--- config.mk ---
export PLATFORM = sky130hd
export DESIGN_NAME = mem_bus_arbiter
export DESIGN_NICKNAME = d
export VERILOG_FILES = /design/src/rtl/mem_bus_arbiter.sv
export SDC_FILE = /design/constraint.sdc
export NUM_CORES = 1
export LEC_CHECK = 0
export ABC_CLOCK_PERIOD_IN_PS = 2200
export CORE_AREA = 2 2 211 213
export CTS_BUF_LIST = sky130_fd_sc_hd__clkbuf_4 sky130_fd_sc_hd__clkbuf_8
export CTS_CLUSTER_SIZE = 24
export DETAILED_ROUTE_END_ITERATION = 8
export DIE_AREA = 0 0 213 215
export GPL_TIMING_DRIVEN = 0
export REMOVE_ABC_BUFFERS = 1
export SYNTH_ARGS = -nofsm -noshare
export SYNTH_HDL_FRONTEND = slang
export SYNTH_SLANG_ARGS = --single-unit
--- constraint.sdc ---
create_clock -name clk -period 2.2 [get_ports clk]
set_input_delay 0.44 -clock clk [delete_from_list [all_inputs] [get_ports clk]]
set_output_delay 0.44 -clock clk [all_outputs]
set_load 0.01 [all_outputs]
--- src/rtl/mem_bus_arbiter.sv ---
// Memory bus arbiter between instruction fetch (IF) and load/store (LS).
// One outstanding transaction; LS has priority, bounded by a streak limit so IF is never starved.
module mem_bus_arbiter #(
   parameter int ADDR_W        = 64,
   parameter int DATA_W        = 64,
   parameter int MAX_LS_STREAK = 2
) (
   input  logic                  clk,
   input  logic                  rst_n,

   input  logic                  if_req_valid,
   input  logic [ADDR_W-1:0]     if_addr,
   output logic                  if_req_ready,
   output logic                  if_rsp_valid,
   output logic [DATA_W-1:0]     if_rdata,

   input  logic                  ls_req_valid,
   input  logic [ADDR_W-1:0]     ls_addr,
   input  logic                  ls_wen,
   input  logic [DATA_W-1:0]     ls_wdata,
   input  logic [DATA_W/8-1:0]   ls_wmask,
   output logic                  ls_req_ready,
   output logic                  ls_rsp_valid,
   output logic [DATA_W-1:0]     ls_rdata,

   output logic                  bus_req_valid,
   output logic [ADDR_W-1:0]     bus_addr,
   output logic                  bus_wen,
   output logic [DATA_W-1:0]     bus_wdata,
   output logic [DATA_W/8-1:0]   bus_wmask,
   input  logic                  bus_req_ready,
   input  logic                  bus_rsp_valid,
   input  logic [DATA_W-1:0]     bus_rdata,

   output logic                  busy
);

   // state   | meaning
   // IDLE    | arbitrate; latch winner's request on grant
   // REQ     | request presented on the bus, waiting for bus_req_ready
   // WAIT    | request accepted, waiting for bus_rsp_valid
   typedef enum logic [1:0] {
      ST_IDLE = 2'd0,
      ST_REQ  = 2'd1,
      ST_WAIT = 2'd2
   } state_t;

   localparam logic [1:0] LS_LIMIT = 2'(MAX_LS_STREAK);

   state_t                 r_state;
   state_t                 w_state_nxt;
   logic                   r_owner;        // 1 = LS owns the outstanding transaction
   logic [1:0]             r_ls_streak;
   logic [ADDR_W-1:0]      r_bus_addr;
   logic                   r_bus_wen;
   logic [DATA_W-1:0]      r_bus_wdata;
   logic [DATA_W/8-1:0]    r_bus_wmask;

   logic                   w_grant_ls;
   logic                   w_grant_if;
   logic                   w_rsp_fire;

   always_ff @(posedge clk) begin
      if (!rst_n) begin
         r_state <= ST_IDLE;
      end else begin
         r_state <= w_state_nxt;
      end
   end

   always_comb begin
      w_state_nxt = r_state;
      w_grant_ls  = 1'b0;
      w_grant_if  = 1'b0;
      w_rsp_fire  = 1'b0;
      case (r_state)
         ST_IDLE: begin
            if (ls_req_valid && !(if_req_valid && (r_ls_streak == LS_LIMIT))) begin
               w_grant_ls = 1'b1;
            end else if (if_req_valid) begin
               w_grant_if = 1'b1;
            end
            if (w_grant_ls || w_grant_if) begin
               w_state_nxt = ST_REQ;
            end
         end
         ST_REQ: begin
            if (bus_req_ready) begin
               w_state_nxt = ST_WAIT;
            end
         end
         ST_WAIT: begin
            if (bus_rsp_valid) begin
               w_rsp_fire  = 1'b1;
               w_state_nxt = ST_IDLE;
            end
         end
         default: begin
            w_state_nxt = ST_IDLE;
         end
      endcase
   end

   always_ff @(posedge clk) begin
      if (!rst_n) begin
         r_owner     <= 1'b0;
         r_ls_streak <= 2'd0;
         r_bus_addr  <= '0;
         r_bus_wen   <= 1'b0;
         r_bus_wdata <= '0;
         r_bus_wmask <= '0;
      end else if (w_grant_ls) begin
         r_owner     <= 1'b1;
         r_bus_addr  <= ls_addr;
         r_bus_wen   <= ls_wen;
         r_bus_wdata <= ls_wdata;
         r_bus_wmask <= ls_wmask;
         // streak only counts LS wins that actually held IF off
         if (if_req_valid && (r_ls_streak != 2'd3)) begin
            r_ls_streak <= r_ls_streak + 2'd1;
         end
      end else if (w_grant_if) begin
         r_owner     <= 1'b0;
         r_ls_streak <= 2'd0;
         r_bus_addr  <= if_addr;
         r_bus_wen   <= 1'b0;
         r_bus_wdata <= '0;
         r_bus_wmask <= '0;
      end
   end

   assign if_req_ready  = rst_n & w_grant_if;
   assign ls_req_ready  = rst_n & w_grant_ls;
   assign if_rsp_valid  = rst_n & w_rsp_fire & ~r_owner;
   assign ls_rsp_valid  = rst_n & w_rsp_fire &  r_owner;
   assign if_rdata      = if_rsp_valid ? bus_rdata : '0;
   assign ls_rdata      = ls_rsp_valid ? bus_rdata : '0;

   assign bus_req_valid = (r_state == ST_REQ);
   assign bus_addr      = r_bus_addr;
   assign bus_wen       = r_bus_wen;
   assign bus_wdata     = r_bus_wdata;
   assign bus_wmask     = r_bus_wmask;
   assign busy          = (r_state != ST_IDLE);

endmodule

==> metrics.md <==
| Metric | Value |
|---|---|
| Status | finished with violations |
| Failing checks | setup timing |
| Hold Path Cell Cnt | 2 |
| Die area | 0.04580 mm^2 |
| CP Depth | 9 |
| Crit path time final | 2.385 ns |
| Die height | approximately 220 um |
| Bufs on Longest Clock Path | 2 |
| Sink Count | about 140 |
| Setup total negative slack | -9.627 ns |
| H-tree depth | 4 |
| Share of layout cells above drive strength 1 | about a third |
| Final setup margin | -0.1846 ns |
| Max Cap Viol | 0 |
| Mapped Area | 0.006770 mm^2 |
| Initial Util | ~16% |
| Yosys warns | 0 |
| Hold-fix buffer count after cts | 0 |
| Post-synth ARST share | 0% |
| Post-synthesis sequential area ratio | 41.99% |
| Synth Flop Type | dfxtp_1 |
| CTS Buf Count | 17 |
| Worst VDD drop | approximately 0.40 mV |
| Class of the worst hold path | register to register |
| Kind of critical path | primary input to primary output |
| Clk pin slew, worst setup/hold paths | roughly 0.09 ns |
| Post-DR wirelength/cell | around 20 um |
| Rows | 77 |
| Period utilization | 108.4% |
| DR pass1 iterations | 5 |
| Initial antenna violation count | 5 |
| Number of enable flip-flop cells after synthesis | 0 |
| Drt total wl | 38,550 um |
| IO buf count | 541 |
| Nets | approximately 1,500 |
| # IOs | 542 |
| Setup Viol. Count Final | 106 |
| Final std cells w/o fill | 1,882 |
| Buf/Inv on CP | 6 |
| Drt via density | between 4 and 5 |
| Fin util | 32.79% |
| Global-route wire length before repair | 53,300 um |
| Final Slew Violations | 0 |
| CP delay by family, top | buffers and inverters |
| Core area | 0.04364 mm^2 |
| Unrepaired setup endpoints after global routing | true |
| CP Capture Type | primary output |
| Vias in the first global route | 8,053 |
| CP Max Fanout | 10 |
| DP Wirelength | 28,590 um |
| Worst slew pin tran | 0.6529 ns |
| Syn avg cell area | slightly below 10 um^2 |
| Total power | 7449 uW |
| Gpl congestion | between 0.8 and 0.9 |
| Overflow after GRT | 0 |
| Crit path DAT | 1.94 ns |
| Clock Skews | 0.02024 ns |
| Crit-path max cell delay | 0.35 ns |
| Fmax | 419.4 MHz |
| CTS tree | built |
| Slew HR | between 50% and 60% |
| Leakage | around 0.0057 uW |
| Most common cell after layout, fill and taps aside | clkdlybuf4s50_1 |
| Netlist cell types | 33 |
| DR DRC count | 0 |
| Hold Slack | between 0.4 and 0.5 ns |
| Clk root buf | clkbuf_8 |
| Largest net degree at the start of global routing | 48 |
| Routed vias | 7,700 |
| Post-route ant nets | 0 |
| Share of the synthesized area in the top cell type | about two fifths |
| Most frequent cells in the layout | 405 x clkdlybuf4s50_1, 138 x dfxtp_1, 113 x buf_6, 89 x and2_4, 73 x a22o_1 |
| Crit path cell chain | clkdlybuf4s15_2, nand2_2, nor3_4, buf_6, buf_12, buf_12, clkbuf_16, and2_4, buf_6 |
| Placed Instances | roughly 1,800 |
| Area Growth Syn to Fin | 111.3% |
| Iter 0 DRT Violations | 275 |
| Seq cells post-synth | 142 |
| Total track usage | ~16% |
| Skew-Pair Late Insertion Delay | 0.49 ns |
| Cells after Synth | around 700 |
| Cell taking the most area after synthesis | dfxtp_1 |
| Cells taking the most area after synthesis | dfxtp_1 42%, o32ai_2 12%, and2_1 12%, a22o_1 9.4%, a21oi_1 4.0% |
| Chip Width | ~210 um |
| Startpoint types | primary input |
| CP Data Required Time | 1.76 ns |
| Pwr Density | between 500 and 600 mW/mm^2 |
| Fillers | 4,496 |
| Final hold violation count | 0 |
| Critical-path top delay cell | clkdlybuf4s15_2 |
| Worst reg2reg path depth | 8 |
[power by group]
group / switching, uW / leakage, uW / internal, uW
sequential: 120 / 0.00117 / 2780
combinational: 899 / 0.00434 / 1240
clock: 1130 / 0.000220 / 1280
total: 2150 / 0.00573 / 5300
[worst paths after layout]
path | endpoint | startpoint | slack (ns)
hold reg to reg | bus_addr[35]$_SDFFE_PN0P_ | bus_addr[35]$_SDFFE_PN0P_ | 0.46
setup / recovery | ls_rdata[40] | rst_n | -0.18
setup reg to reg | bus_addr[33]$_SDFFE_PN0P_ | r_state[1]$_SDFFE_PN0P_ | 0.18
hold / removal | bus_addr[35]$_SDFFE_PN0P_ | bus_addr[35]$_SDFFE_PN0P_ | 0.46
[metal layers]
metal / routed length, um / track usage, % / up-vias
met5: 23 / 0 / -
met4: 1916 / 8.205 / 4
met3: 3834 / 6.065 / 50
met2: 19450 / 29.27 / 411
met1: 13320 / 15.77 / 3658
li1: - / - / 3577
[area by class of cell]
class	instances	area, um^2	area share [%]
inverters	69	271.5	1.898
repair buffers	621	6481	45.30
repair inverters	2	17.52	0.1224
clock inverters	12	185.2	1.294
diodes	2	5.005	0.03498
well taps	592	740.7	5.177
clock buffers	19	255.2	1.784
flip-flops and latches	142	2853	19.94
multi-input cells	423	3500	24.46
[cells in the mapped netlist (3+ instances only)]
library cell  number
o32ai_1           13
nor3_1             3
and2_1           129
buf_2             25
clkbuf_1          13
o32ai_2           51
a21oi_2           10
o31ai_1            3
inv_1             68
buf_6             19
a21oi_1           54
nor2_1            64
a22o_1            73
buf_4             10
dfxtp_1          142
nand2_1            4
[registers in the layout, summed over array words and instances, names as in the netlist]
register,count
bus_addr,64
bus_wdata,64
bus_wen,1
bus_wmask,8
r_ls_streak,2
r_owner,1
r_state,2
[tightest hold or removal path, stage by stage, from the launching register on]
cell and delay (ns):
dfxtp_1 0.32, inv_1 0.05, o32ai_1 0.05
[stage by stage]
stage | cell area [um^2] | setup slack, ns
2_1_floorplan | 6307 | -4.882
3_3_place_gp | 12460 | -9.702
3_5_place_dp | 12860 | -1.952
4_1_cts | 13830 | -0.2964
5_1_grt | 14310 | -0.2728
6_report | 14310 | -0.1846
[cell families after synthesis]
kind of cell             after synthesis  synth area share (%)
buffers and inverters                136                 10.66
adder cells (fa/ha/maj)                2                0.3696
AO/OA/AOI/OAI                        212                 30.03
AND/OR/NAND/NOR                      209                 16.95
flip-flops                           142                 41.99
[repair_timing]
item                                   4_1_cts  5_1_grt
pin swaps                                   19        9
endpoints found under the hold margin        0        0
gates cloned                                13        3
resized for setup                          717      120
buffers inserted                            36       17
setup endpoints to repair                  271      131
No activity file was read; power rests on OpenSTA's default activity.
